`src/rtl/clk2phase_monitor_if.sv`:
```
`timescale 1ns/1ps
`default_nettype none
// +--------------------------------------------------------------------------+
// | Module   : clk2phase_monitor_if                                          |
// | Purpose  : Bundles the phase inputs, error-clear strobe and status       |
// |            outputs of the two-phase clock monitor.                       |
// | Signals  : phi1, phi2     - phase clocks under test (async to master)    |
// |            clr_err        - synchronous clear of the sticky error flags  |
// |            overlap_err, gap_err, width_err, order_err - sticky flags     |
// |            locked         - enough consecutive clean periods seen        |
// |            period_cnt     - clean-period counter (wraps)                 |
// |            last_w1/last_w2- most recent measured high widths             |
// | Modports : master - drives phases/clear, reads status (test harness)     |
// |            slave  - the monitor itself                                   |
// | Revision : 1.0 - initial release                                         |
// +--------------------------------------------------------------------------+
interface clk2phase_monitor_if #(
  parameter int CNT_W = 8
);
  logic             phi1;
  logic             phi2;
  logic             clr_err;
  logic             overlap_err;
  logic             gap_err;
  logic             width_err;
  logic             order_err;
  logic             locked;
  logic [CNT_W-1:0] period_cnt;
  logic [CNT_W-1:0] last_w1;
  logic [CNT_W-1:0] last_w2;

  modport master (
    output phi1, phi2, clr_err,
    input  overlap_err, gap_err, width_err, order_err, locked,
    input  period_cnt, last_w1, last_w2
  );

  modport slave (
    input  phi1, phi2, clr_err,
    output overlap_err, gap_err, width_err, order_err, locked,
    output period_cnt, last_w1, last_w2
  );
endinterface
`default_nettype wire

```
`src/rtl/clk2phase_monitor.sv`:
```
`timescale 1ns/1ps
`default_nettype none
// +--------------------------------------------------------------------------+
// | Module   : clk2phase_monitor                                             |
// | Purpose  : Oversampling checker for a two-phase non-overlapping clock    |
// |            pair. Checks non-overlap, dead time, phi1->phi2 alternation   |
// |            and high widths; reports sticky flags, lock and period count. |
// | Ports    : master - fast sampling clock (rising edge)                    |
// |            rst    - synchronous active-high reset                        |
// |            bus    - clk2phase_monitor_if.slave (phases, clr_err, status) |
// | Revision : 1.0 - initial release                                         |
// +--------------------------------------------------------------------------+
module clk2phase_monitor #(
  parameter int MIN_HIGH     = 2,
  parameter int MAX_HIGH     = 8,
  parameter int MIN_GAP      = 1,
  parameter int CNT_W        = 8,
  parameter int LOCK_PERIODS = 4
) (
  input  logic               master,
  input  logic               rst,
  clk2phase_monitor_if.slave bus
);

  localparam int LCK_W = $clog2(LOCK_PERIODS + 1);

  localparam logic [CNT_W-1:0] c_min_high = CNT_W'(MIN_HIGH);
  localparam logic [CNT_W-1:0] c_max_high = CNT_W'(MAX_HIGH);
  localparam logic [CNT_W-1:0] c_min_gap  = CNT_W'(MIN_GAP);
  localparam logic [CNT_W-1:0] c_cnt_one  = CNT_W'(1);
  localparam logic [CNT_W-1:0] c_cnt_max  = {CNT_W{1'b1}};
  localparam logic [LCK_W-1:0] c_lock     = LCK_W'(LOCK_PERIODS);

  typedef enum logic [2:0] {
    IDLE = 3'd0,
    P1H  = 3'd1,
    G12  = 3'd2,
    P2H  = 3'd3,
    G21  = 3'd4
  } state_t;

  // Synchronizers: meta*_q is the first flop, s*_q the usable sample,
  // p*_q the previous sample used for edge detection.
  logic meta1_q, meta2_q;
  logic s1_q, s2_q;
  logic p1_q, p2_q;

  state_t           state_q, state_d;
  logic [CNT_W-1:0] hi_cnt_q, hi_cnt_d;
  logic [CNT_W-1:0] gap_cnt_q, gap_cnt_d;
  logic [CNT_W-1:0] last_w1_q, last_w1_d;
  logic [CNT_W-1:0] last_w2_q, last_w2_d;
  logic [CNT_W-1:0] period_cnt_q, period_cnt_d;
  logic [LCK_W-1:0] lock_cnt_q, lock_cnt_d;
  logic             locked_q, locked_d;
  logic             dirty_q, dirty_d;
  logic             ovl_q, ovl_d;
  logic             gap_q, gap_d;
  logic             wid_q, wid_d;
  logic             ord_q, ord_d;

  logic             rise1, rise2;
  logic [CNT_W-1:0] hi_inc, gap_inc;
  logic             ev_ovl, ev_gap, ev_wid, ev_ord, ev_any;
  logic             period_done;

  assign rise1   = s1_q & ~p1_q;
  assign rise2   = s2_q & ~p2_q;
  assign hi_inc  = (hi_cnt_q  == c_cnt_max) ? hi_cnt_q  : hi_cnt_q  + 1'b1;
  assign gap_inc = (gap_cnt_q == c_cnt_max) ? gap_cnt_q : gap_cnt_q + 1'b1;

  // Phase-tracking FSM and width/gap measurement.
  always_comb begin
    state_d     = state_q;
    hi_cnt_d    = hi_cnt_q;
    gap_cnt_d   = gap_cnt_q;
    last_w1_d   = last_w1_q;
    last_w2_d   = last_w2_q;
    // Both phases high is an overlap and also a zero dead time.
    ev_ovl      = s1_q & s2_q;
    ev_gap      = s1_q & s2_q;
    ev_wid      = 1'b0;
    ev_ord      = 1'b0;
    period_done = 1'b0;

    case (state_q)
      IDLE: begin
        // A lone phi2 rise is ignored until phi1 starts a measurement.
        if (rise1) begin
          state_d  = P1H;
          hi_cnt_d = c_cnt_one;
        end
      end

      P1H: begin
        if (!s1_q) begin
          last_w1_d = hi_cnt_q;
          if ((hi_cnt_q < c_min_high) || (hi_cnt_q > c_max_high)) begin
            ev_wid = 1'b1;
          end
          // phi2 already high when phi1 drops: no dead time at all, hand
          // over straight to phi2's high state starting from this sample.
          if (s2_q) begin
            ev_gap   = 1'b1;
            state_d  = P2H;
            hi_cnt_d = c_cnt_one;
          end else begin
            state_d   = G12;
            gap_cnt_d = c_cnt_one;
          end
        end else begin
          hi_cnt_d = hi_inc;
          // Over-long pulses are flagged while still high.
          if (hi_inc > c_max_high) begin
            ev_wid = 1'b1;
          end
        end
      end

      G12: begin
        if (rise2) begin
          if (gap_cnt_q < c_min_gap) begin
            ev_gap = 1'b1;
          end
          state_d  = P2H;
          hi_cnt_d = c_cnt_one;
        end else if (rise1) begin
          ev_ord   = 1'b1;
          state_d  = P1H;
          hi_cnt_d = c_cnt_one;
        end else begin
          gap_cnt_d = gap_inc;
        end
      end

      P2H: begin
        if (!s2_q) begin
          last_w2_d = hi_cnt_q;
          if ((hi_cnt_q < c_min_high) || (hi_cnt_q > c_max_high)) begin
            ev_wid = 1'b1;
          end
          if (s1_q) begin
            ev_gap   = 1'b1;
            state_d  = P1H;
            hi_cnt_d = c_cnt_one;
          end else begin
            state_d   = G21;
            gap_cnt_d = c_cnt_one;
          end
        end else begin
          hi_cnt_d = hi_inc;
          if (hi_inc > c_max_high) begin
            ev_wid = 1'b1;
          end
        end
      end

      G21: begin
        if (rise1) begin
          if (gap_cnt_q < c_min_gap) begin
            ev_gap = 1'b1;
          end
          period_done = 1'b1;
          state_d     = P1H;
          hi_cnt_d    = c_cnt_one;
        end else if (rise2) begin
          ev_ord   = 1'b1;
          state_d  = P2H;
          hi_cnt_d = c_cnt_one;
        end else begin
          gap_cnt_d = gap_inc;
        end
      end

      default: begin
        state_d = IDLE;
      end
    endcase
  end

  assign ev_any = ev_ovl | ev_gap | ev_wid | ev_ord;

  // Sticky flags, period accounting and lock tracking.
  always_comb begin
    // A new event in the clearing cycle keeps its flag set.
    ovl_d        = (ovl_q & ~bus.clr_err) | ev_ovl;
    gap_d        = (gap_q & ~bus.clr_err) | ev_gap;
    wid_d        = (wid_q & ~bus.clr_err) | ev_wid;
    ord_d        = (ord_q & ~bus.clr_err) | ev_ord;
    period_cnt_d = period_cnt_q;
    lock_cnt_d   = lock_cnt_q;
    locked_d     = locked_q;
    dirty_d      = dirty_q;

    if (ev_any) begin
      dirty_d    = 1'b1;
      lock_cnt_d = '0;
      locked_d   = 1'b0;
    end

    // dirty_q marks an error since the last completion; an error in the
    // completing cycle itself also spoils the period.
    if (period_done) begin
      if (!ev_any && !dirty_q) begin
        period_cnt_d = period_cnt_q + 1'b1;
        if (lock_cnt_q < c_lock) begin
          lock_cnt_d = lock_cnt_q + 1'b1;
        end
        if (lock_cnt_d == c_lock) begin
          locked_d = 1'b1;
        end
      end
      dirty_d = 1'b0;
    end
  end

  always_ff @(posedge master) begin
    if (rst) begin
      meta1_q      <= 1'b0;
      meta2_q      <= 1'b0;
      s1_q         <= 1'b0;
      s2_q         <= 1'b0;
      p1_q         <= 1'b0;
      p2_q         <= 1'b0;
      state_q      <= IDLE;
      hi_cnt_q     <= '0;
      gap_cnt_q    <= '0;
      last_w1_q    <= '0;
      last_w2_q    <= '0;
      period_cnt_q <= '0;
      lock_cnt_q   <= '0;
      locked_q     <= 1'b0;
      dirty_q      <= 1'b0;
      ovl_q        <= 1'b0;
      gap_q        <= 1'b0;
      wid_q        <= 1'b0;
      ord_q        <= 1'b0;
    end else begin
      meta1_q      <= bus.phi1;
      meta2_q      <= bus.phi2;
      s1_q         <= meta1_q;
      s2_q         <= meta2_q;
      p1_q         <= s1_q;
      p2_q         <= s2_q;
      state_q      <= state_d;
      hi_cnt_q     <= hi_cnt_d;
      gap_cnt_q    <= gap_cnt_d;
      last_w1_q    <= last_w1_d;
      last_w2_q    <= last_w2_d;
      period_cnt_q <= period_cnt_d;
      lock_cnt_q   <= lock_cnt_d;
      locked_q     <= locked_d;
      dirty_q      <= dirty_d;
      ovl_q        <= ovl_d;
      gap_q        <= gap_d;
      wid_q        <= wid_d;
      ord_q        <= ord_d;
    end
  end

  assign bus.overlap_err = ovl_q;
  assign bus.gap_err     = gap_q;
  assign bus.width_err   = wid_q;
  assign bus.order_err   = ord_q;
  assign bus.locked      = locked_q;
  assign bus.period_cnt  = period_cnt_q;
  assign bus.last_w1     = last_w1_q;
  assign bus.last_w2     = last_w2_q;

endmodule
`default_nettype wire
```
`src/flat_wrapper.sv`:
```
// flat-port wrapper written by rule: the top's interface ports become plain ports
module clk2phase_monitor_flat 
#(
  parameter int MIN_HIGH     = 2,
  parameter int MAX_HIGH     = 8,
  parameter int MIN_GAP      = 1,
  parameter int CNT_W        = 8,
  parameter int LOCK_PERIODS = 4
)
  (master, rst, bus_phi1, bus_phi2, bus_clr_err, bus_overlap_err, bus_gap_err, bus_width_err, bus_order_err, bus_locked, bus_period_cnt, bus_last_w1, bus_last_w2);
  clk2phase_monitor_if #(.CNT_W(CNT_W)) bus_i ();
  input  logic master;
  input  logic rst;
  input wire logic [$bits(bus_i.phi1)-1:0] bus_phi1;
  input wire logic [$bits(bus_i.phi2)-1:0] bus_phi2;
  input wire logic [$bits(bus_i.clr_err)-1:0] bus_clr_err;
  output wire logic [$bits(bus_i.overlap_err)-1:0] bus_overlap_err;
  output wire logic [$bits(bus_i.gap_err)-1:0] bus_gap_err;
  output wire logic [$bits(bus_i.width_err)-1:0] bus_width_err;
  output wire logic [$bits(bus_i.order_err)-1:0] bus_order_err;
  output wire logic [$bits(bus_i.locked)-1:0] bus_locked;
  output wire logic [$bits(bus_i.period_cnt)-1:0] bus_period_cnt;
  output wire logic [$bits(bus_i.last_w1)-1:0] bus_last_w1;
  output wire logic [$bits(bus_i.last_w2)-1:0] bus_last_w2;
  assign bus_i.phi1 = bus_phi1;
  assign bus_i.phi2 = bus_phi2;
  assign bus_i.clr_err = bus_clr_err;
  assign bus_overlap_err = bus_i.overlap_err;
  assign bus_gap_err = bus_i.gap_err;
  assign bus_width_err = bus_i.width_err;
  assign bus_order_err = bus_i.order_err;
  assign bus_locked = bus_i.locked;
  assign bus_period_cnt = bus_i.period_cnt;
  assign bus_last_w1 = bus_i.last_w1;
  assign bus_last_w2 = bus_i.last_w2;
  clk2phase_monitor #(.MIN_HIGH(MIN_HIGH), .MAX_HIGH(MAX_HIGH), .MIN_GAP(MIN_GAP), .CNT_W(CNT_W), .LOCK_PERIODS(LOCK_PERIODS)) u_core (.master(master), .rst(rst), .bus(bus_i));
endmodule
```
`config.mk`:
```
export PLATFORM = sky130hd
export DESIGN_NAME = clk2phase_monitor_flat
export DESIGN_NICKNAME = d
export VERILOG_FILES = /design/src/rtl/clk2phase_monitor_if.sv /design/src/rtl/clk2phase_monitor.sv /design/src/flat_wrapper.sv
export SDC_FILE = /design/constraint.sdc
export NUM_CORES = 1
export LEC_CHECK = 0
export ABC_CLOCK_PERIOD_IN_PS = 1900
export BUFFER_PORTS_ARGS = -buffer_cell sky130_fd_sc_hd__buf_2
export CAP_MARGIN = 10
export CORE_UTILIZATION = 40
export CTS_BUF_LIST = sky130_fd_sc_hd__clkbuf_8
export CTS_CLUSTER_SIZE = 10
export DETAILED_ROUTE_END_ITERATION = 8
export PLACE_DENSITY = 0.73
export SLEW_MARGIN = 40
export SYNTH_ARGS = -nofsm -noshare
export SYNTH_HDL_FRONTEND = slang
export SYNTH_SLANG_ARGS = --single-unit
export TNS_END_PERCENT = 10
```
`constraint.sdc`:
```
create_clock -name master -period 1.9 [get_ports master]
set_clock_uncertainty 0.1 [all_clocks]
set_input_delay 0.475 -clock master [delete_from_list [all_inputs] [get_ports master]]
set_output_delay 0.475 -clock master [all_outputs]
set_load 0.02 [all_outputs]
```
---- Yosys cells after proc, flatten, opt, wreduce, memory -nomap -nowiden ----
Index checks and enable logic that the tools add are counted.
word-level totals
  register bits ........................... 58
  input port bits ......................... 5
  output and inout port bits .............. 29
operators by class
  add/subtract/negate cells ............... 4
  order comparisons ....................... 5
  equal/unequal tests ..................... 18
  multiplexer cells ....................... 58
  bitwise operators ....................... 19
  reduce and logical (&&, ||, !) cells .... 14
operator list
  kind                                                            number
  two-way mux 8 bit                                               18
  one-hot mux 8 bit (5 select lines)                              1
  two-way mux 3 bit                                               13
  one-hot mux 8 bit (4 select lines)                              1
  adder 8 x 1 -> 8 bit (second input constant)                    3
  two-way mux 1 bit                                               21
  == test 8 bit (second input constant)                           2
  greater-than comparator 8 x 4 -> 1 bit (second input constant)  2
  != test 2 bit (second input constant)                           8
  one-hot mux 3 bit (5 select lines)                              1
  != test 3 x 1 -> 1 bit (second input constant)                  3
  AND reduction 9 bit                                             1
  < comparator 8 x 1 -> 1 bit (second input constant)             1
  < comparator 8 x 2 -> 1 bit (second input constant)             1
  bitwise AND 1 bit                                               7
  bitwise OR 1 bit                                                7
  == test 3 x 2 -> 1 bit (second input constant)                  2
  == test 3 bit (second input constant)                           2
  AND reduction 2 bit                                             3
  inverter 1 bit                                                  5
  nonzero test 5 bit                                              1
  one-hot mux 1 bit (2 select lines)                              2
  one-hot mux 1 bit (4 select lines)                              1
  AND reduction 4 bit                                             1
  other kinds (10)                                                11

---- Depth between registers and ports, before layout ----
Gate-level depths: netlist of the first run.
  depth after elaboration ................. 16
  gate-level depth with buffers ........... 8
  depth with buffers taken out ............ 7

---- Least setup slack after synthesis of the first run ----
No wires, ideal clock.
  path kind ............................... reg2reg
  start ................................... reg u_core.state_q[1]
  end ..................................... reg u_core.dirty_q
  setup time .............................. 125 ps
  data arrival time ....................... 1836 ps
  required time ........................... 1675 ps
  slack ................................... -161 ps
  cell stages (with the launch flop) ...... 8
  buffers on the path ..................... 2
  clock period less this slack ............ 2061 ps
  cell sequence ........................... dfxtp_1 -> buf_6 -> buf_2 -> mux2_2 -> nand2_1 -> nor2_1 -> a211o_1 -> o41a_1
between the ends
  cells in the longest elaborated chain, start to end .. 5
  elaborated cells on any way between the ends .. 12
  those cells by class .................... 4 x eq/ne; 4 x mux; 3 x bitwise; 1 x reduce/logical
ends and longest elaborated chain
  element                                      line                      RTL
  start, declared                              clk2phase_monitor.sv:48   state_t state_q, state_d;
  start signal, assigned                       clk2phase_monitor.sv:245  state_q <= state_d;
  == test 3 bit, or another cell as far along  clk2phase_monitor.sv:86   case (state_q)
  one-hot mux 1 bit (4 select lines)           clk2phase_monitor.sv:86
  bitwise OR 1 bit (3 in a row)                clk2phase_monitor.sv:181  assign ev_any = ev_ovl | ev_gap | ev_wid | ev_ord;
  end signal, assigned                         clk2phase_monitor.sv:253  dirty_q <= dirty_d;
  end, declared                                clk2phase_monitor.sv:56   logic dirty_q, dirty_d;
Parallel ways exist; a longest one is shown, timed or not.
A chain may end at the register's enable or synchronous reset.

---- Worst setup path after layout of the first run ----
  start ................................... reg u_core.state_q[1]
  end ..................................... reg u_core.period_cnt_q[5] (netlist: u_core.bus.period_cnt[5])
between the ends
  cells in the longest elaborated chain, start to end .. 8
  elaborated cells on any way between the ends .. 14
  those cells by class .................... 4 x eq/ne; 4 x mux; 3 x bitwise; 3 x reduce/logical
ends and longest elaborated chain
  element                                      line                      RTL
  == test 3 bit, or another cell as far along  clk2phase_monitor.sv:86
  one-hot mux 1 bit (4 select lines)           clk2phase_monitor.sv:86
  bitwise OR 1 bit (3 in a row)                clk2phase_monitor.sv:181
  logical NOT 1 bit                            clk2phase_monitor.sv:204  if (!ev_any && !dirty_q) begin
  logical AND 1 bit                            clk2phase_monitor.sv:204
  AND reduction 2 bit (no source line) (*)     --
  end signal, assigned                         clk2phase_monitor.sv:250  period_cnt_q <= period_cnt_d;
  end, declared                                clk2phase_monitor.sv:53   logic [CNT_W-1:0] period_cnt_q, period_cnt_d;
Mark *: on every way between the ends. The rest lies on a longest branch, timed or not.

==> results of run 1 <==
## final cells by class
class	count	area, sq um	area share
well taps	96	120	0.0320
multi-input cells	260	1620	0.432
repair buffers	89	589	0.157
clock inverters	6	66.3	0.0177
clock buffers	10	138	0.0367
inverters	13	48.8	0.0130
flip-flops and latches	58	1170	0.311
## cells in the final DEF (no fill, tap or decap), types with 2 or more instances in the layout
cell	count
sky130_fd_sc_hd__nand2_1	46
sky130_fd_sc_hd__buf_2	33
sky130_fd_sc_hd__nand4_1	6
sky130_fd_sc_hd__o31a_1	2
sky130_fd_sc_hd__a211oi_1	4
sky130_fd_sc_hd__nor3_1	11
sky130_fd_sc_hd__dfxtp_2	2
sky130_fd_sc_hd__nand3_1	12
sky130_fd_sc_hd__nand2_2	2
sky130_fd_sc_hd__or3_1	13
sky130_fd_sc_hd__clkinvlp_4	3
sky130_fd_sc_hd__and3_1	4
sky130_fd_sc_hd__mux2i_1	6
sky130_fd_sc_hd__ha_1	5
sky130_fd_sc_hd__dfxtp_1	55
sky130_fd_sc_hd__inv_1	13
sky130_fd_sc_hd__nor2_1	25
sky130_fd_sc_hd__nor2b_1	7
sky130_fd_sc_hd__o21ai_0	6
sky130_fd_sc_hd__or2_2	2
sky130_fd_sc_hd__a21oi_1	41
sky130_fd_sc_hd__o21ai_2	2
sky130_fd_sc_hd__nor4_1	2
sky130_fd_sc_hd__nand2b_1	2
sky130_fd_sc_hd__xor2_1	3
sky130_fd_sc_hd__o211ai_1	4
sky130_fd_sc_hd__clkbuf_8	10
sky130_fd_sc_hd__nor4bb_1	2
sky130_fd_sc_hd__buf_4	55
sky130_fd_sc_hd__or4_1	2
sky130_fd_sc_hd__o21a_1	2
sky130_fd_sc_hd__o21ai_1	6
sky130_fd_sc_hd__o31ai_1	4
sky130_fd_sc_hd__and4_1	6
sky130_fd_sc_hd__a31oi_1	7
## worst paths after layout
path | start | slack [ns] | to
worst min register to register | u_core.meta2_q | 0.34 | u_core.s2_q
worst max register to register | u_core.state_q[1] | -0.1 | u_core.bus.period_cnt[5]
worst min-delay path | bus_phi1 | 0.24 | u_core.meta1_q
worst max-delay path | u_core.state_q[1] | -0.1 | u_core.bus.period_cnt[5]
## cell families (layout without fill, tap and decap cells)
logic type	after synthesis	after routing	synth area share
buffers and inverters	39	118	0.0570
AOI/OAI and AO/OA	89	89	0.189
DFF	58	58	0.407
xor gates and xnor gates	4	4	0.0123
adders and majority gates	6	6	0.0263
and+or+nand+nor	154	154	0.284
muxes	7	7	0.0250
## cell usage after synthesis, types with 5 or more instances
cell and count:
sky130_fd_sc_hd__nand3_1 12, sky130_fd_sc_hd__nand2_1 48, sky130_fd_sc_hd__nor3_1 12, sky130_fd_sc_hd__mux2i_1 6, sky130_fd_sc_hd__dfxtp_1 58, sky130_fd_sc_hd__ha_1 6, sky130_fd_sc_hd__a31oi_1 7, sky130_fd_sc_hd__or3_1 13
sky130_fd_sc_hd__inv_1 13, sky130_fd_sc_hd__nor2_1 26, sky130_fd_sc_hd__o31ai_1 5, sky130_fd_sc_hd__a21oi_1 42, sky130_fd_sc_hd__o21ai_0 7, sky130_fd_sc_hd__nor2b_1 7, sky130_fd_sc_hd__nand4_1 6, sky130_fd_sc_hd__and4_1 6
sky130_fd_sc_hd__o21ai_1 7, sky130_fd_sc_hd__clkbuf_1 18
## worst max-delay path: stages, from the launching register on
cell	delay, ns
sky130_fd_sc_hd__dfxtp_4	0.39
sky130_fd_sc_hd__or3b_4	0.44
sky130_fd_sc_hd__nor3_4	0.19
sky130_fd_sc_hd__o2111ai_4	0.20
sky130_fd_sc_hd__or4_1	0.45
sky130_fd_sc_hd__a21oi_1	0.15
## stage by stage
step                instances  power, mW
floorplan                 357       1.37
global placement          514       1.43
detailed placement        514       1.44
CTS                       532       2.61
global route              532       2.70
finish                    532       2.60
## what timing repair did
item,CTS,global route
cloned,0,0
pin swaps,9,0
endpoints found under the hold margin,0,0
buffers inserted,2,0
endpoints found under the setup margin,20,25
gates resized for setup,10,11
hold buffers,0,0
## state kept, by name (all words and copies together), names as in the netlist, 3 cells and up
register / count
u_core.bus.period_cnt: 8
u_core.lock_cnt_q: 3
u_core.bus.last_w1: 8
u_core.gap_cnt_q: 8
u_core.bus.last_w2: 8
u_core.hi_cnt_q: 8
u_core.state_q: 3
## per-layer routing
layer	global-route usage	share of wire	vias to the layer above
met5	0	0	-
met4	0.105	0.018	0
met3	0.0486	0.048	14
met2	0.321	0.48	73
met1	0.257	0.45	1337
li1	-	-	1423
## power by group
part / total, mW / internal [mW] / switching [mW]
sequential: 1.24 / 1.23 / 0.0150
combinational: 0.174 / 0.0745 / 0.0998
clock: 1.18 / 0.640 / 0.540
total: 2.60 / 1.94 / 0.655
==> impl_metrics.prom, run 1 <==
# TYPE chip_impl_metric gauge
chip_impl_metric{name="hold_viol_final",unit=""} 0
chip_impl_metric{name="finalSetupViolCount",unit=""} 6
chip_impl_metric{name="grt_pass1_wl",unit="um"} 11800
chip_impl_metric{name="insertedDiodeCount",unit=""} 0
chip_impl_metric{name="ctsLongestPathBuffers",unit=""} 2
chip_impl_metric{name="drv.max_cap_violation_count",unit=""} 0
chip_impl_metric{name="cells_after_synthesis",unit=""} 357
chip_impl_metric{name="placement.cell_area",unit="sq um"} 3440
chip_impl_metric{name="power_density",unit="nW/um^2"} 693
chip_impl_metric{name="total_negative_slack_for_setup_checks",unit="ns"} -0.211
chip_impl_metric{name="layout_setup_ws",unit="ns"} -0.0953
chip_impl_metric{name="yosys.area.top_type_share",unit=""} 0.407
chip_impl_metric{name="critical_path_required",unit="ns"} 2.08
chip_impl_metric{name="fin_crit_sh",unit=""} 1.05
chip_impl_metric{name="drt_pre_antenna_iters",unit=""} 4
chip_impl_metric{name="route.detailed.drc",unit=""} 0
chip_impl_metric{name="route.antenna.remaining_nets",unit=""} 0
chip_impl_metric{name="synth_enable_flop_cells",unit=""} 0
chip_impl_metric{name="seq_area_frac_synth",unit=""} 0.407
chip_impl_metric{name="routed_wire_length_per_instance",unit="um"} 13.5
chip_impl_metric{name="io_pins",unit=""} 34
chip_impl_metric{name="postSynth.asyncResetShare",unit=""} 0
chip_impl_metric{name="timing_worst_slew_pin_value",unit="ns"} 0.386
chip_impl_metric{name="slew-limit-headroom",unit=""} 0.739
chip_impl_metric{name="antenna_violations_before_repair",unit=""} 0
chip_impl_metric{name="period_needed",unit="ns"} 2.00
chip_impl_metric{name="netlist_area",unit="sq um"} 2850
chip_impl_metric{name="fillerInstances",unit=""} 631
chip_impl_metric{name="place.detailed.hpwl",unit="um"} 5130
chip_impl_metric{name="synthesis.area_per_instance",unit="sq um"} 7.99
chip_impl_metric{name="clock.fmax",unit="MHz"} 501
chip_impl_metric{name="grt_max_degree",unit=""} 30
chip_impl_metric{name="port_buffers",unit=""} 33
chip_impl_info{name="run_status",value="complete, but fails checks"} 1
chip_impl_metric{name="clock_sinks",unit=""} 58
chip_impl_metric{name="hold_depth",unit=""} 2
chip_impl_info{name="synth_top_cell_by_area",value="sky130_fd_sc_hd__dfxtp_1"} 1
chip_impl_metric{name="fin_area",unit="sq um"} 3750
chip_impl_metric{name="clk_latency",unit="ns"} 0.35
chip_impl_metric{name="p_leak",unit="nW"} 1.46
chip_impl_info{name="unrepaired_setup_endpoints_after_global_routing",value="true"} 1
chip_impl_metric{name="detailedRoute.firstIterationViolations",unit=""} 136
chip_impl_metric{name="die-height",unit="um"} 86.5
chip_impl_metric{name="vias_per_cell",unit=""} 5.35
chip_impl_metric{name="synthesis.nets",unit=""} 368
chip_impl_metric{name="finalWeightedCongestion",unit=""} 0.896
chip_impl_metric{name="worst-path-max-fanout",unit=""} 12
chip_impl_metric{name="placement_rows",unit=""} 30
chip_impl_metric{name="layout.nets",unit=""} 442
chip_impl_metric{name="crit_arrival",unit="ns"} 2.18
chip_impl_metric{name="drt-total-wl",unit="um"} 7170
chip_impl_metric{name="grt_pass1_vias",unit=""} 2596
chip_impl_metric{name="synth.ff_latch_count",unit=""} 58
chip_impl_info{name="crit_path_category",value="register to register"} 1
chip_impl_info{name="clock_tree.root_cell",value="sky130_fd_sc_hd__clkbuf_8"} 1
chip_impl_metric{name="cts.reportedPaths.clkPinSlew",unit="ns"} 0.07
chip_impl_metric{name="power.ir.vdd_worst",unit="V"} 0.000524
chip_impl_metric{name="total_via_count_in_the_routed_design",unit=""} 2847
chip_impl_metric{name="syn2layout_area_growth",unit="%"} 31.4
chip_impl_metric{name="post_route_cells_drive_above_1_share",unit=""} 0.300
chip_impl_info{name="dominantRegCellSynth",value="sky130_fd_sc_hd__dfxtp_1"} 1
chip_impl_info{name="crit_path_start_kind",value="register"} 1
chip_impl_metric{name="dpl_worst_slack",unit="ns"} -0.231
chip_impl_metric{name="htree_levels",unit=""} 3
chip_impl_metric{name="hold_ws",unit="ns"} 0.237
chip_impl_metric{name="synthesis.yosys.warnings",unit=""} 0
chip_impl_metric{name="globalRouteTotalUtil",unit=""} 0.203
chip_impl_info{name="ys_top_cells_by_area",value="sky130_fd_sc_hd__dfxtp_1 41%, sky130_fd_sc_hd__a21oi_1 7.4%, sky130_fd_sc_hd__nand2_1 6.3%"} 1
chip_impl_info{name="hold_path_class",value="input pin to register"} 1
chip_impl_metric{name="report.final.slew_viol_count",unit=""} 0
chip_impl_metric{name="initial_utilization",unit=""} 0.418
chip_impl_metric{name="die_area",unit="sq um"} 7480
chip_impl_metric{name="die_w",unit="um"} 86.5
chip_impl_metric{name="core_area",unit="sq um"} 6830
chip_impl_info{name="violated_checks",value="setup timing"} 1
chip_impl_metric{name="synth.distinct_cells",unit=""} 49
chip_impl_info{name="end_kind",value="register"} 1
chip_impl_metric{name="layout.core_utilization",unit=""} 0.549
chip_impl_metric{name="cts-buffers-inserted",unit=""} 9
chip_impl_metric{name="reg2reg_depth",unit=""} 5
chip_impl_info{name="clock_tree_from_tritoncts",value="yes"} 1
chip_impl_metric{name="globalRouteOverflowTotal",unit=""} 0
(Power assumes the default switching activity.)
==> run 2, diff against run 1 <==
Settings changed: ABC_CLOCK_PERIOD_IN_PS 1900 to 2260, PLACE_DENSITY 0.73 to 0.7.
Clock period 1.9 ns to 2.26 ns, I/O delays scaled along.
==> impl_metrics.prom, run 2 (synthesis gave the netlist of run 1 again) <==
# TYPE chip_impl_metric gauge
chip_impl_info{name="run_status",value="finished clean"} 1
chip_impl_metric{name="finalWeightedCongestion",unit=""} 0.899
chip_impl_metric{name="worst-path-max-fanout",unit=""} 14
chip_impl_metric{name="cts-buffers-inserted",unit=""} 9
chip_impl_metric{name="fin_crit_sh",unit=""} 0.925
chip_impl_metric{name="cts.reportedPaths.clkPinSlew",unit="ns"} 0.07
chip_impl_metric{name="cts-resized-gates",unit=""} 0
chip_impl_info{name="most_frequent_standard_cell_in_the_layout_excluding_fill_and_tap_cells",value="sky130_fd_sc_hd__dfxtp_1"} 1
chip_impl_info{name="clock_tree_from_tritoncts",value="yes"} 1
chip_impl_metric{name="cp_slowest_stage_delay",unit="ns"} 0.43
chip_impl_info{name="timing.critical_path.cells",value="or3b_4 -> nor3_4 -> o2111ai_2 -> buf_4 -> or3_1 -> a21oi_1"} 1
chip_impl_metric{name="power.share.switching",unit=""} 0.246
chip_impl_metric{name="p_leak",unit="nW"} 1.25
chip_impl_metric{name="insertedDiodeCount",unit=""} 0
chip_impl_metric{name="initial_utilization",unit=""} 0.418
chip_impl_metric{name="io_pins",unit=""} 34
chip_impl_metric{name="route.detailed.drc",unit=""} 0
chip_impl_metric{name="layout_setup_ws",unit="ns"} 0.169
chip_impl_metric{name="die_w",unit="um"} 86.5
chip_impl_metric{name="timing_worst_slew_pin_value",unit="ns"} 0.492
chip_impl_metric{name="share_comb_of_total_power",unit=""} 0.054
chip_impl_metric{name="htree_levels",unit=""} 3
chip_impl_metric{name="globalRouteOverflowTotal",unit=""} 0
chip_impl_metric{name="clock_sinks",unit=""} 58
chip_impl_info{name="critical_path.slowest_cell",value="sky130_fd_sc_hd__or3b_4"} 1
chip_impl_info{name="hold_path_class",value="register to register"} 1
chip_impl_metric{name="syn2layout_area_growth",unit="%"} 17.1
chip_impl_metric{name="globalRouteTotalUtil",unit=""} 0.189
chip_impl_metric{name="clk_latency",unit="ns"} 0.33
chip_impl_info{name="unrepaired_setup_endpoints_after_global_routing",value="true"} 1
chip_impl_metric{name="vias_per_cell",unit=""} 5.45
chip_impl_metric{name="hold_viol_final",unit=""} 0
chip_impl_metric{name="crit_arrival",unit="ns"} 2.25
chip_impl_metric{name="slew-limit-headroom",unit=""} 0.671
chip_impl_metric{name="port_buffers",unit=""} 33
chip_impl_metric{name="clock_network_power_share",unit=""} 0.446
chip_impl_metric{name="post_cts_buffers",unit=""} 0
chip_impl_metric{name="grt_pass1_vias",unit=""} 2381
chip_impl_metric{name="sequentialPowerShare",unit=""} 0.499
chip_impl_info{name="end_kind",value="register"} 1
chip_impl_metric{name="drt-total-wl",unit="um"} 6540
chip_impl_metric{name="core_area",unit="sq um"} 6830
chip_impl_metric{name="critical_path_required",unit="ns"} 2.42
chip_impl_metric{name="placement_rows",unit=""} 30
chip_impl_info{name="clock_tree.root_cell",value="sky130_fd_sc_hd__clkbuf_8"} 1
chip_impl_metric{name="layout.nets",unit=""} 401
chip_impl_metric{name="place.detailed.hpwl",unit="um"} 4570
chip_impl_metric{name="cellInternalPower",unit="mW"} 1.58
chip_impl_info{name="crit_path_start_kind",value="register"} 1
chip_impl_metric{name="routed_wire_length_per_instance",unit="um"} 13.3
chip_impl_metric{name="power.ir.vdd_worst",unit="V"} 0.000294
chip_impl_metric{name="clock.fmax",unit="MHz"} 478
chip_impl_info{name="mostFrequentLayoutCells",value="57 x sky130_fd_sc_hd__dfxtp_1, 48 x sky130_fd_sc_hd__nand2_1, 41 x sky130_fd_sc_hd__a21oi_1, 33 x sky130_fd_sc_hd__buf_2, 26 x sky130_fd_sc_hd__nor2_1"} 1
chip_impl_metric{name="drt_pre_antenna_iters",unit=""} 4
chip_impl_metric{name="dpl_worst_slack",unit="ns"} 0.0725
chip_impl_metric{name="die-height",unit="um"} 86.5
chip_impl_metric{name="hold_ws",unit="ns"} 0.336
chip_impl_metric{name="die_area",unit="sq um"} 7480
chip_impl_info{name="crit_path_category",value="register to register"} 1
chip_impl_metric{name="post_route_cells_drive_above_1_share",unit=""} 0.192
chip_impl_metric{name="ctsLongestPathBuffers",unit=""} 2
chip_impl_metric{name="detailedRoute.firstIterationViolations",unit=""} 221
chip_impl_metric{name="route.antenna.remaining_nets",unit=""} 0
chip_impl_metric{name="grt_max_degree",unit=""} 27
chip_impl_metric{name="p_total",unit="mW"} 2.10
chip_impl_metric{name="report.final.slew_viol_count",unit=""} 0
chip_impl_metric{name="grt_pass1_wl",unit="um"} 11200
chip_impl_metric{name="antenna_violations_before_repair",unit=""} 0
chip_impl_metric{name="drv.max_cap_violation_count",unit=""} 0
chip_impl_metric{name="power.net_switching",unit="mW"} 0.516
chip_impl_metric{name="finalSetupViolCount",unit=""} 0
chip_impl_metric{name="power_density",unit="nW/um^2"} 628
chip_impl_metric{name="holdBufCountCts",unit=""} 0
chip_impl_metric{name="period_needed",unit="ns"} 2.09
chip_impl_metric{name="total_via_count_in_the_routed_design",unit=""} 2676
## run 2: cell count changes in the layout (fill, tap and decap cells not counted), moves of 2 or more
cell,previous run,this run
sky130_fd_sc_hd__nand2_1,46,48
sky130_fd_sc_hd__buf_4,55,15
sky130_fd_sc_hd__clkinv_2,1,3
sky130_fd_sc_hd__nand2_2,2,0
sky130_fd_sc_hd__dfxtp_1,55,57
sky130_fd_sc_hd__nor4bb_1,2,4
sky130_fd_sc_hd__o21ai_2,2,0
sky130_fd_sc_hd__clkinvlp_4,3,1
## run 2: layout make-up
cell class / instances / area, sq um
tap: 96 / 120
timing repair buffer: 48 / 278
inverter: 13 / 48.8
multi-input combinational: 260 / 1540
clock inverter: 7 / 70.1
clock buffer: 9 / 124
sequential: 58 / 1160
fill: 685 / 3490
## run 2: per-layer routing
layer,vias to the layer above,GRT usage,part of all wire
met4,0,0.0727,0.014
met1,1272,0.250,0.48
li1,1338,-,-
met2,56,0.293,0.47
met3,10,0.0514,0.040
met5,-,0,0
## run 2: worst paths after layout
path	start	to	cells past startpoint	slack, ns
worst max register to register	u_core.state_q[1]	u_core.bus.period_cnt[3]	6	0.17
worst min register to register	u_core.meta2_q	u_core.s2_q	1	0.34
worst min-delay path	u_core.meta2_q	u_core.s2_q	1	0.34
worst max-delay path	u_core.state_q[1]	u_core.bus.period_cnt[3]	6	0.17
## run 2: power groups by stage
stage | logic (mW) | clock network [mW] | registers, mW
2_1_floorplan | 0.0834 | 0 | 1.07
3_3_place_gp | 0.111 | 0 | 1.07
3_5_place_dp | 0.112 | 0 | 1.07
4_1_cts | 0.112 | 0.951 | 1.05
5_1_grt | 0.128 | 1.01 | 1.05
6_report | 0.114 | 0.936 | 1.05
## run 2: per-stage QoR
step            util  setup TNS, ns  instance area (sq um)  instances
6_report       0.489              0                   3340        491
5_1_grt        0.489       -0.00403                   3340        491
4_1_cts        0.488              0                   3330        491
3_5_place_dp   0.459              0                   3140        475
3_3_place_gp   0.459              0                   3140        475
2_1_floorplan      -              0                   2850        357
## run 2: critical path: cells and delay by family, from the launching register on
kind / cells / cell delay, ns
AOI/OAI and AO/OA: 2 / 0.29
and+or+nand+nor: 3 / 1.00
DFF: 1 / 0.40
buffers and inverters: 1 / 0.22
==> run 3, diff against run 2 <==
Settings changed: CELL_PAD_IN_SITES_DETAIL_PLACEMENT set to 0, CELL_PAD_IN_SITES_GLOBAL_PLACEMENT set to 1, GPL_TIMING_DRIVEN set to 0, PLACE_DENSITY 0.7 to 0.86.
==> impl_metrics.prom, run 3 (synthesis gave the netlist of run 1 again) <==
# TYPE chip_impl_metric gauge
chip_impl_info{name="run_status",value="finished clean"} 1
chip_impl_metric{name="drt-total-wl",unit="um"} 7150
chip_impl_metric{name="hold_ws",unit="ns"} 0.330
chip_impl_metric{name="routed_wire_length_per_instance",unit="um"} 14.3
chip_impl_metric{name="hold_viol_final",unit=""} 0
chip_impl_metric{name="layout.nets",unit=""} 408
chip_impl_metric{name="total_negative_slack_for_setup_checks",unit="ns"} 0
chip_impl_info{name="mostFrequentLayoutCells",value="57 x sky130_fd_sc_hd__dfxtp_1, 47 x sky130_fd_sc_hd__nand2_1, 41 x sky130_fd_sc_hd__a21oi_1, 36 x sky130_fd_sc_hd__buf_2, 26 x sky130_fd_sc_hd__nor2_1"} 1
chip_impl_metric{name="clock.fmax",unit="MHz"} 452
chip_impl_metric{name="route.detailed.drc",unit=""} 0
chip_impl_metric{name="post_route_cells_drive_above_1_share",unit=""} 0.187
chip_impl_metric{name="post_cts_buffers",unit=""} 0
chip_impl_metric{name="io_pins",unit=""} 34
chip_impl_metric{name="slew-limit-headroom",unit=""} 0.602
chip_impl_metric{name="vias_per_cell",unit=""} 5.50
chip_impl_metric{name="core_area",unit="sq um"} 6830
chip_impl_metric{name="grt_pass1_wl",unit="um"} 11800
chip_impl_info{name="clock_tree_from_tritoncts",value="yes"} 1
chip_impl_metric{name="detailedRoute.firstIterationViolations",unit=""} 185
chip_impl_metric{name="timing_worst_slew_pin_value",unit="ns"} 0.597
chip_impl_metric{name="clock_sinks",unit=""} 58
chip_impl_metric{name="finalSetupViolCount",unit=""} 0
chip_impl_metric{name="cts-buffers-inserted",unit=""} 9
chip_impl_metric{name="p_total",unit="mW"} 2.30
chip_impl_metric{name="grt_max_degree",unit=""} 11
chip_impl_metric{name="die-height",unit="um"} 86.5
chip_impl_metric{name="die_w",unit="um"} 86.5
chip_impl_metric{name="placement.cell_area",unit="sq um"} 3140
chip_impl_metric{name="power_density",unit="nW/um^2"} 676
chip_impl_metric{name="period_needed",unit="ns"} 2.21
chip_impl_info{name="crit_path_category",value="register to register"} 1
chip_impl_metric{name="p_leak",unit="nW"} 1.26
chip_impl_info{name="most_frequent_standard_cell_in_the_layout_excluding_fill_and_tap_cells",value="sky130_fd_sc_hd__dfxtp_1"} 1
chip_impl_info{name="unrepaired_setup_endpoints_after_global_routing",value="true"} 1
chip_impl_metric{name="hold_depth",unit=""} 2
chip_impl_metric{name="report.final.slew_viol_count",unit=""} 0
chip_impl_metric{name="reg2reg_depth",unit=""} 7
chip_impl_metric{name="worst-r2r-setup-slack",unit="ns"} 0.05
chip_impl_metric{name="multi_input_area",unit="sq um"} 1560
chip_impl_metric{name="die_area",unit="sq um"} 7480
chip_impl_info{name="end_kind",value="register"} 1
chip_impl_metric{name="fin_area",unit="sq um"} 3400
chip_impl_metric{name="grt_pass1_vias",unit=""} 2477
chip_impl_metric{name="globalRouteTotalUtil",unit=""} 0.206
chip_impl_metric{name="total_via_count_in_the_routed_design",unit=""} 2738
chip_impl_metric{name="sequential_cell_area",unit="sq um"} 1160
chip_impl_info{name="hold_path_class",value="input pin to register"} 1
chip_impl_metric{name="drt_pre_antenna_iters",unit=""} 5
chip_impl_metric{name="antenna_violations_before_repair",unit=""} 0
chip_impl_metric{name="finalWeightedCongestion",unit=""} 0.828
chip_impl_metric{name="cts.reportedPaths.clkPinSlew",unit="ns"} 0.07
chip_impl_metric{name="drv.max_cap_violation_count",unit=""} 0
chip_impl_metric{name="syn2layout_area_growth",unit="%"} 19.0
chip_impl_metric{name="place.detailed.hpwl",unit="um"} 5030
chip_impl_metric{name="route.antenna.remaining_nets",unit=""} 0
chip_impl_info{name="r2r_start",value="u_core.state_q[1]"} 1
chip_impl_metric{name="placement_rows",unit=""} 30
chip_impl_metric{name="htree_levels",unit=""} 3
chip_impl_metric{name="power.ir.vdd_worst",unit="V"} 0.000409
chip_impl_metric{name="fin_crit_sh",unit=""} 0.980
chip_impl_metric{name="port_buffers",unit=""} 33
chip_impl_metric{name="clk_latency",unit="ns"} 0.34
chip_impl_info{name="reg2reg_to",value="u_core.dirty_q"} 1
chip_impl_info{name="crit_path_start_kind",value="register"} 1
chip_impl_info{name="min_delay_worst_endpoint",value="u_core.meta2_q"} 1
chip_impl_info{name="clock_tree.root_cell",value="sky130_fd_sc_hd__clkbuf_8"} 1
chip_impl_metric{name="crit_arrival",unit="ns"} 2.33
chip_impl_metric{name="ctsLongestPathBuffers",unit=""} 2
chip_impl_metric{name="fillerInstances",unit=""} 716
chip_impl_metric{name="insertedDiodeCount",unit=""} 0
chip_impl_metric{name="worst-path-max-fanout",unit=""} 10
chip_impl_info{name="timing.hold.worst.start",value="bus_phi2"} 1
chip_impl_metric{name="initial_utilization",unit=""} 0.418
chip_impl_metric{name="globalRouteOverflowTotal",unit=""} 0
chip_impl_metric{name="critical_path_required",unit="ns"} 2.38
==> run 3: through the flow <==
| stage | worst slack [ns] | cells | utilization |
|---|---|---|---|
| 6_report | 0.0459 | 498 | 0.497 |
| 5_1_grt | -0.0508 | 498 | 0.497 |
| 4_1_cts | 0.0123 | 500 | 0.494 |
| 3_5_place_dp | -0.0407 | 486 | 0.460 |
| 3_3_place_gp | -0.0293 | 486 | 0.460 |
| 2_1_floorplan | 0.199 | 357 | - |
==> run 3: final cells by class <==
class	instances	area share
timing repair buffer	33	0.0486
clock buffer	9	0.0365
tap	96	0.0354
sequential	58	0.342
clock inverter	7	0.0321
multi-input combinational	260	0.459
inverter	13	0.0144
buffer	22	0.0317
==> run 3: how the worst max path moves through the flow <==
stage,startpoint,to,slack (ns),cells after the start
after global placement,u_core.hi_cnt_q[0],u_core.dirty_q,-0.03,7
after global routing,u_core.s1_q,u_core.bus.period_cnt[6],-0.05,7
final,u_core.state_q[1],u_core.dirty_q,0.05,7
after detailed placement,u_core.state_q[1],u_core.dirty_q,-0.04,7
after floorplan,u_core.state_q[1],u_core.dirty_q,0.20,7
after CTS,u_core.hi_cnt_q[7],u_core.dirty_q,0.01,7
==> run 3: worst max-delay path, cell delays in order (launching register included) <==
cell and delay (ns):
sky130_fd_sc_hd__dfxtp_1 0.33, sky130_fd_sc_hd__buf_6 0.13, sky130_fd_sc_hd__buf_4 0.17, sky130_fd_sc_hd__mux2_2 0.38
sky130_fd_sc_hd__nand2_2 0.13, sky130_fd_sc_hd__nor2_1 0.06, sky130_fd_sc_hd__a211o_2 0.40, sky130_fd_sc_hd__o41a_1 0.39
==> run 3: power breakdown <==
part | leakage [nW] | internal, mW | switching, mW
combinational | 0.669 | 0.0415 | 0.0809
clock | 0.124 | 0.722 | 0.407
sequential | 0.469 | 1.03 | 0.0108
==> run 3: per-layer routing <==
| metal | vias to the layer above | routed length, um | global-route usage |
|---|---|---|---|
| met3 | 9 | 367 | 0.0429 |
| met5 | - | 0 | 0 |
| met4 | 0 | 93 | 0.0818 |
| li1 | 1351 | - | - |
| met2 | 76 | 3410 | 0.332 |
| met1 | 1302 | 3270 | 0.270 |
==> run 3: timing repair <==
| action | CTS | global route |
|---|---|---|
| resized for setup | 4 | 13 |
| pin swaps | 1 | 0 |
| hold buffers | 0 | 0 |
| endpoints found under the setup margin | 3 | 18 |
